[config.mk]
export PLATFORM = sky130hd
export DESIGN_NAME = lsu_apb_master
export DESIGN_NICKNAME = d
export VERILOG_FILES = /design/src/rtl/lsu_apb_master.sv
export SDC_FILE = /design/constraint.sdc
export NUM_CORES = 1
export LEC_CHECK = 0
export BUFFER_PORTS_ARGS = -buffer_cell sky130_fd_sc_hd__buf_2
export CAP_MARGIN = 20
export CORE_ASPECT_RATIO = 0.8
export CORE_MARGIN = 3
export CORE_UTILIZATION = 50
export DETAILED_ROUTE_END_ITERATION = 8
export GPL_ROUTABILITY_DRIVEN = 1
export PLACE_DENSITY = 0.8
export SYNTH_ARGS = -nofsm -noshare
export SYNTH_HDL_FRONTEND = slang
export SYNTH_SLANG_ARGS = --single-unit
[constraint.sdc]
create_clock -name clk_i -period 4.13 [get_ports clk_i]
set_input_delay 0.413 -clock clk_i [delete_from_list [all_inputs] [get_ports clk_i]]
set_output_delay 0.413 -clock clk_i [all_outputs]
set_load 0.02 [all_outputs]
[src/rtl/lsu_apb_master.sv]
// APB initiator for pipeline load/store requests: one request in flight, lane-aligned
// strobes and write data on the way out, extended read data and an error flag on the way back.
module lsu_apb_master #(
  parameter int unsigned TIMEOUT_CYC = 16
) (
  input  logic        clk_i,
  input  logic        rst_i,
  input  logic        req_valid_i,
  output logic        req_ready_o,
  input  logic [31:0] req_addr_i,
  input  logic        req_we_i,
  input  logic [2:0]  req_funct3_i,
  input  logic [31:0] req_wdata_i,
  output logic        rsp_valid_o,
  output logic [31:0] rsp_rdata_o,
  output logic        rsp_err_o,
  output logic        psel_o,
  output logic        penable_o,
  output logic        pwrite_o,
  output logic [31:0] paddr_o,
  output logic [31:0] pwdata_o,
  output logic [3:0]  pstrb_o,
  input  logic [31:0] prdata_i,
  input  logic        pready_i,
  input  logic        pslverr_i
);

  localparam int unsigned CNT_W = (TIMEOUT_CYC > 0) ? $clog2(TIMEOUT_CYC + 1) : 1;

  typedef enum logic [1:0] {IDLE, SETUP, ACCESS, RESP} state_t;

  state_t             state_q, state_d;
  logic [31:0]        addr_q, addr_d;
  logic               we_q, we_d;
  logic [2:0]         f3_q, f3_d;
  logic [3:0]         strb_q, strb_d;
  logic [31:0]        wdata_q, wdata_d;
  logic [31:0]        rdata_q, rdata_d;
  logic               err_q, err_d;
  logic [CNT_W-1:0]   cnt_q, cnt_d;

  logic               accept;
  logic               legal;
  logic               misaligned;
  logic [1:0]         off;
  logic [3:0]         strb_new;
  logic [31:0]        shifted;
  logic [31:0]        load_data;
  logic               apb_active;

  assign req_ready_o = (state_q == IDLE) & ~rst_i;
  assign accept      = req_valid_i & req_ready_o;
  assign off         = req_addr_i[1:0];

  // Request legality, alignment and lane placement, evaluated on the incoming request
  always_comb begin
    legal = 1'b0;
    case (req_funct3_i)
      3'b000, 3'b001, 3'b010: legal = 1'b1;
      3'b100, 3'b101:         legal = ~req_we_i;
      default:                legal = 1'b0;
    endcase
    misaligned = ((req_funct3_i[1:0] == 2'b01) & req_addr_i[0]) |
                 ((req_funct3_i[1:0] == 2'b10) & (|req_addr_i[1:0]));
    strb_new = 4'b0000;
    if (req_we_i) begin
      case (req_funct3_i[1:0])
        2'b00:   strb_new = 4'b0001 << off;
        2'b01:   strb_new = 4'b0011 << off;
        default: strb_new = 4'b1111;
      endcase
    end
  end

  // Read data extraction from the addressed lane
  always_comb begin
    shifted = prdata_i >> {addr_q[1:0], 3'b000};
    case (f3_q)
      3'b000:  load_data = {{24{shifted[7]}}, shifted[7:0]};
      3'b100:  load_data = {24'h000000, shifted[7:0]};
      3'b001:  load_data = {{16{shifted[15]}}, shifted[15:0]};
      3'b101:  load_data = {16'h0000, shifted[15:0]};
      default: load_data = prdata_i;
    endcase
  end

  always_comb begin
    state_d = state_q;
    addr_d  = addr_q;
    we_d    = we_q;
    f3_d    = f3_q;
    strb_d  = strb_q;
    wdata_d = wdata_q;
    rdata_d = rdata_q;
    err_d   = err_q;
    cnt_d   = cnt_q;
    case (state_q)
      IDLE: begin
        cnt_d = '0;
        if (accept) begin
          addr_d  = req_addr_i;
          we_d    = req_we_i;
          f3_d    = req_funct3_i;
          strb_d  = strb_new;
          wdata_d = req_we_i ? (req_wdata_i << {off, 3'b000}) : 32'h0;
          rdata_d = 32'h0;
          if (!legal || misaligned) begin
            err_d   = 1'b1;
            state_d = RESP;
          end else begin
            err_d   = 1'b0;
            state_d = SETUP;
          end
        end
      end
      SETUP: state_d = ACCESS;
      ACCESS: begin
        // pready wins over a timeout landing on the same edge
        if (pready_i) begin
          err_d   = pslverr_i;
          rdata_d = (pslverr_i || we_q) ? 32'h0 : load_data;
          cnt_d   = '0;
          state_d = RESP;
        end else if ((TIMEOUT_CYC != 0) && ((32'(cnt_q) + 32'd1) == TIMEOUT_CYC)) begin
          err_d   = 1'b1;
          rdata_d = 32'h0;
          cnt_d   = '0;
          state_d = RESP;
        end else begin
          cnt_d = cnt_q + CNT_W'(1);
        end
      end
      RESP:    state_d = IDLE;
      default: state_d = IDLE;
    endcase
  end

  always_ff @(posedge clk_i or posedge rst_i) begin
    if (rst_i) begin
      state_q <= IDLE;
      addr_q  <= 32'h0;
      we_q    <= 1'b0;
      f3_q    <= 3'b000;
      strb_q  <= 4'b0000;
      wdata_q <= 32'h0;
      rdata_q <= 32'h0;
      err_q   <= 1'b0;
      cnt_q   <= '0;
    end else begin
      state_q <= state_d;
      addr_q  <= addr_d;
      we_q    <= we_d;
      f3_q    <= f3_d;
      strb_q  <= strb_d;
      wdata_q <= wdata_d;
      rdata_q <= rdata_d;
      err_q   <= err_d;
      cnt_q   <= cnt_d;
    end
  end

  // Outputs decode straight from the state register so reset drops them at once
  assign apb_active  = (state_q == SETUP) | (state_q == ACCESS);
  assign psel_o      = apb_active;
  assign penable_o   = (state_q == ACCESS);
  assign pwrite_o    = apb_active & we_q;
  assign paddr_o     = apb_active ? addr_q  : 32'h0;
  assign pwdata_o    = apb_active ? wdata_q : 32'h0;
  assign pstrb_o     = apb_active ? strb_q  : 4'b0000;
  assign rsp_valid_o = (state_q == RESP);
  assign rsp_rdata_o = (state_q == RESP) ? rdata_q : 32'h0;
  assign rsp_err_o   = (state_q == RESP) & err_q;

endmodule

## Word level (Yosys, flattened, before mapping)

Cells that the tools add are included.

- Flip-flop bits (word level): 112
- Bits in latches: 0
- Bits in writable memories: 0
- Memory bits (read-only): 0
- Input port bits: 105
- Output and inout bits: 106
- Word-level logic and storage cells: 81
- Memories kept: 0

- $add $sub $neg: 2
- Multipliers: 0
- Div/mod/pow operators: 0
- Magnitude comparators: 0
- Eq/ne operators: 15
- Shift-type cells: 4
- Multiplexer cells: 27
- Bitwise logic cells: 10
- Reduce and logical (&&, ||, !) cells: 14

Operator list:

| kind | number |
|---|---|
| $mux 32 | 8 |
| $pmux 32 s4 | 1 |
| $pmux 32 s2 | 1 |
| $shl 32x5->32 | 1 |
| $shr 32x5->16 | 1 |
| $eq 3x3->1 const B | 4 |
| $mux 5 | 2 |
| $pmux 5 s2 | 1 |
| $mux 2 | 4 |
| $mux 4 | 2 |
| $pmux 2 s4 | 1 |
| $pmux 4 s2 | 1 |
| $add 5x1->6 const B | 1 |
| $and 1x1->1 | 6 |
| $eq 2x2->1 const B | 3 |
| $eq 3x1->1 const B | 2 |
| $eq 6x5->1 const B | 1 |
| $logic_not 3->1 | 2 |
| $add 5x1->5 const B | 1 |
| $eq 2x1->1 const B | 2 |
| $logic_not 2->1 | 2 |
| $mux 1 | 4 |
| $pmux 1 s2 | 2 |
| $reduce_and 2->1 | 2 |
| 13 further kinds | 17 |

## Longest topological paths before layout

- Depth after elaboration: 8
- Depth in mapped cells: 9
- Gate-level depth less buffers: 7

## Worst setup path before layout

OpenSTA, ideal clock, no wires.

- Path kind: input to register
- Start point: in rst_i
- End point: reg state_q[1]
- Setup time: 0.079 ns
- Arrival: 3.445 ns
- Data required time: 4.051 ns
- Setup slack: 0.606 ns
- Stages on the path: 4
- Path buffers: 0
- Cell sequence: inv_1 nand2_1 a21oi_1 mux2i_1

- Cells in the longest elaborated chain, start to end: 5

Ends and longest elaborated chain:

| item | RTL line | text |
|---|---|---|
| start, declared | 7 | `input logic rst_i,` |
| $not 1->1 | 51 | `assign req_ready_o = (state_q == IDLE) & ~rst_i;` |
| $and 1x1->1 | 51 |  |
| $and 1x1->1 | 52 | `assign accept = req_valid_i & req_ready_o;` |
| $ne 2x2->1 (no source line) | n/a |  |
| $reduce_and 2->1 (no source line) | n/a |  |
| end signal, assigned | 150 | `state_q <= state_d;` |
| end, declared | 32 | `state_t state_q, state_d;` |

No other way between the ends.
A chain may end at the register's enable or synchronous reset.

## Worst setup path after layout

- Start point: reg addr_q[0]
- End point: reg rdata_q[27]

- Cells in the longest elaborated chain, start to end: 5

Ends and longest elaborated chain:

| item | RTL line | text |
|---|---|---|
| start, declared | 33 | `logic [31:0] addr_q, addr_d;` |
| start signal, assigned | 151 | `addr_q <= addr_d;` |
| $shr 32x5->16 | 77 | `shifted = prdata_i >> {addr_q[1:0], 3'b000};` |
| $pmux 32 s4 | 78 | `case (f3_q)` |
| $mux 32 | 121 | `rdata_d = (pslverr_i \|\| we_q) ? 32'h0 : load_data;` |
| $mux 32 | 119 | `if (pready_i) begin` |
| $pmux 32 s2 | 97 | `case (state_q)` |
| end signal, assigned | 156 | `rdata_q <= rdata_d;` |
| end, declared | 38 | `logic [31:0] rdata_q, rdata_d;` |

No other way between the ends.

==> impl_metrics.env <==
export IMPL_whs_ns=0.198
export IMPL_p_per_area_nw_per_um2=695
export IMPL_cts_made_buffers=9
export IMPL_design_core_area_um2=11600
export IMPL_stdcell_count=995
export IMPL_drc=0
export IMPL_fin_crit_sh_pct=65.7
export IMPL_async_flop_share_pct=100
export IMPL_ys_warn_count=0
export IMPL_wl_per_cell_um=15.8
export IMPL_final_hold_viol_count=0
export IMPL_area_delta_synth_final_pct=22.8
export IMPL_root_buffer="clkbuf_16"
export IMPL_synth_cells=663
export IMPL_ys_top_cells_by_area="dfrtp_1 (47%), and2_1 (11%), nand2_1 (10%), mux2i_1 (5.4%), a221o_1 (3.5%)"
export IMPL_row_count=35
export IMPL_p_seq_share_pct=36.1
export IMPL_drt_iter0_markers=379
export IMPL_power_frac_clock_pct=16.3
export IMPL_endpoint_kind="register"
export IMPL_cts_resized=0
export IMPL_insertion_delay_ns=0.35
export IMPL_yosysMostFrequentCell="nand2_1"
export IMPL_intPower_uw=2840
export IMPL_cp_data_arrival_time_ns=2.99
export IMPL_h_tree_depth=3
export IMPL_required_ns=4.40
export IMPL_hold_class="in -> async"
export IMPL_setup_viol=0
export IMPL_final_setup_tns_ns=0
export IMPL_clkTransAtPathRegs_ns=0.07
export IMPL_startpoint="addr_q[0]"
export IMPL_p_leak_uw=0.00394
export IMPL_yosysSeqAreaShare_pct=47.0
export IMPL_gp_congestion=0.852
export IMPL_drive_above_1_share_pct=28.1
export IMPL_place_inst=979
export IMPL_switching_power_uw=2250
export IMPL_cts_buffer_depth=2
export IMPL_fmax_ghz=0.368
export IMPL_slew_viol_final=0
export IMPL_ir_drop_uv=386
export IMPL_die_w_um=128
export IMPL_r2r_start="addr_q[0]"
export IMPL_vias=5298
export IMPL_fin_crit_ns=2.72
export IMPL_maxSlewHeadroom_pct=33.5
export IMPL_ys_types=42
export IMPL_worst_pin_slew_ns=0.990
export IMPL_reg2reg_slack_ns=1.41
export IMPL_multi_input_area_um2=2940
export IMPL_worst_setup_path_start_kind="register"
export IMPL_placed_area_um2=7040
export IMPL_p_sw_share_pct=44.2
export IMPL_io_buffers=210
export IMPL_path_class="reg -> reg"
export IMPL_avgSynthCellArea_um2=8.99
export IMPL_die_area_um2=13300
export IMPL_fillCellCount=1006
export IMPL_rsz0062_at_grt="no"
export IMPL_wl_mm=15.8
export IMPL_drtAntennaViolNets=0
export IMPL_synth_area_um2=5960
export IMPL_yosysTopAreaCell="dfrtp_1"
export IMPL_initial_core_util_pct=51.6
export IMPL_fin_area_um2=7320
export IMPL_die_h_um=104
export IMPL_synth_edff_count=0
export IMPL_num_io_pins=211
export IMPL_post_route_util_pct=63.3
export IMPL_antenna_found_initial=2
export IMPL_fin_worst_skew_ns=0.00824
export IMPL_cts_sinks=112
export IMPL_synth_top_area_share_pct=47.0
export IMPL_hold_buffers=0
export IMPL_synth_seq_cells=112
export IMPL_critPathMaxFanout=21
export IMPL_dominantRegCellSynth="dfrtp_1"
export IMPL_cts_setup_buffers=0
export IMPL_maxCapViolations=0
export IMPL_status="complete, no violations"
export IMPL_grt_overflow_total=0
export IMPL_r2r_end="rdata_q[27]"
export IMPL_drt_first_pass_iters=5
export IMPL_nets=952
export IMPL_p_comb_share_pct=47.6
export IMPL_grt_pass1_vias=5118
export IMPL_hpwl_mm=11.3
export IMPL_grt_max_degree=75
export IMPL_grt_pass1_wl_mm=25.5
export IMPL_track_usage_pct=23.5
export IMPL_syn_nets=773
export IMPL_seqCellArea_um2=2800
export IMPL_routed_via_density=5.32
export IMPL_cts_tree="built"
export IMPL_yosys_top_cells_count="nand2_1 (166), dfrtp_1 (112), and2_1 (105), o21ai_0 (39), clkbuf_1 (35)"
export IMPL_antennaDiodeCount=0
export IMPL_r2r_cells=5
-- worst max-delay path, stage by stage (launching register included) --
cell and delay (ns):
dfrtp_1 0.70, nor2b_1 0.54, o2bb2ai_1 0.19, nand2_1 0.12, a2111oi_4 0.87, a221o_1 0.22
-- per-stage QoR --
step | power, uW | setup WS (ns)
after floorplan | 3530 | 0.606
after global placement | 4250 | 1.56
after detailed placement | 4280 | 1.51
after CTS | 5130 | 1.43
after global routing | 5470 | 1.20
final | 5090 | 1.41
-- state kept, by name, indices dropped and copies added (netlist names) --
name and flops:
state_q 2, strb_q 4, we_q 1, cnt_q 5, wdata_q 32, addr_q 32, f3_q 3, err_q 1
rdata_q 32
-- cell families after synthesis --
group | count (synthesis) | share of synthesized area, %
simple gates | 323 | 25.9
compound gates | 132 | 15.9
flops | 112 | 47.0
buf+inv | 55 | 3.84
mux | 35 | 6.13
fa+ha+maj | 5 | 1.05
xor+xnor | 1 | 0.147
-- worst max-delay path by stage --
stage / endpoint
after detailed placement: rdata_q[23]
after global placement: rdata_q[29]
after CTS: paddr_o[1]
after global routing: rdata_q[27]
after floorplan: state_q[1]
final: rdata_q[27]
-- power groups by stage --
stage	Clock, uW	Combinational, uW	Sequential (uW)
floorplan	0	1830	1690
global placement	0	2410	1840
detailed placement	0	2440	1840
CTS	846	2450	1830
global route	885	2690	1900
finish	829	2420	1840
-- cell usage in the layout (no fill, tap or decap), types with 2 or more instances in the layout --
master / netlist / final
ha_1: 5 / 4
nor2_1: 30 / 30
mux2_2: 2 / 2
mux2i_1: 32 / 32
a22o_1: 11 / 11
o21ai_0: 39 / 39
a21oi_1: 23 / 23
clkbuf_16: 0 / 9
inv_6: 0 / 4
nor3_1: 4 / 4
o31ai_1: 8 / 8
nand2_1: 166 / 166
dfrtp_1: 112 / 112
inv_1: 9 / 8
buf_4: 0 / 4
buf_2: 6 / 210
and2_1: 105 / 105
nand2b_1: 5 / 5
a211oi_1: 3 / 3
a2bb2oi_1: 2 / 2
a221o_1: 21 / 21
o221ai_1: 7 / 7
a32o_1: 8 / 8
nor2b_1: 6 / 6
-- layer usage --
layer	share of wire (%)	up-vias	GRT usage, %
met1	45	2444	34.0
li1	-	2607	-
met2	45	220	35.4
met3	8.9	23	6.65
met4	1.3	4	5.08
met5	0.17	-	0
-- layout make-up --
class / instances / share of cell area (%)
multi-input cells: 496 / 40.1
flip-flops and latches: 112 / 38.3
repair buffers: 214 / 14.8
clock buffers: 10 / 3.13
well taps: 148 / 2.53
clock inverters: 6 / 0.667
inverters: 9 / 0.496
No activity file was read; power rests on OpenSTA's default activity.
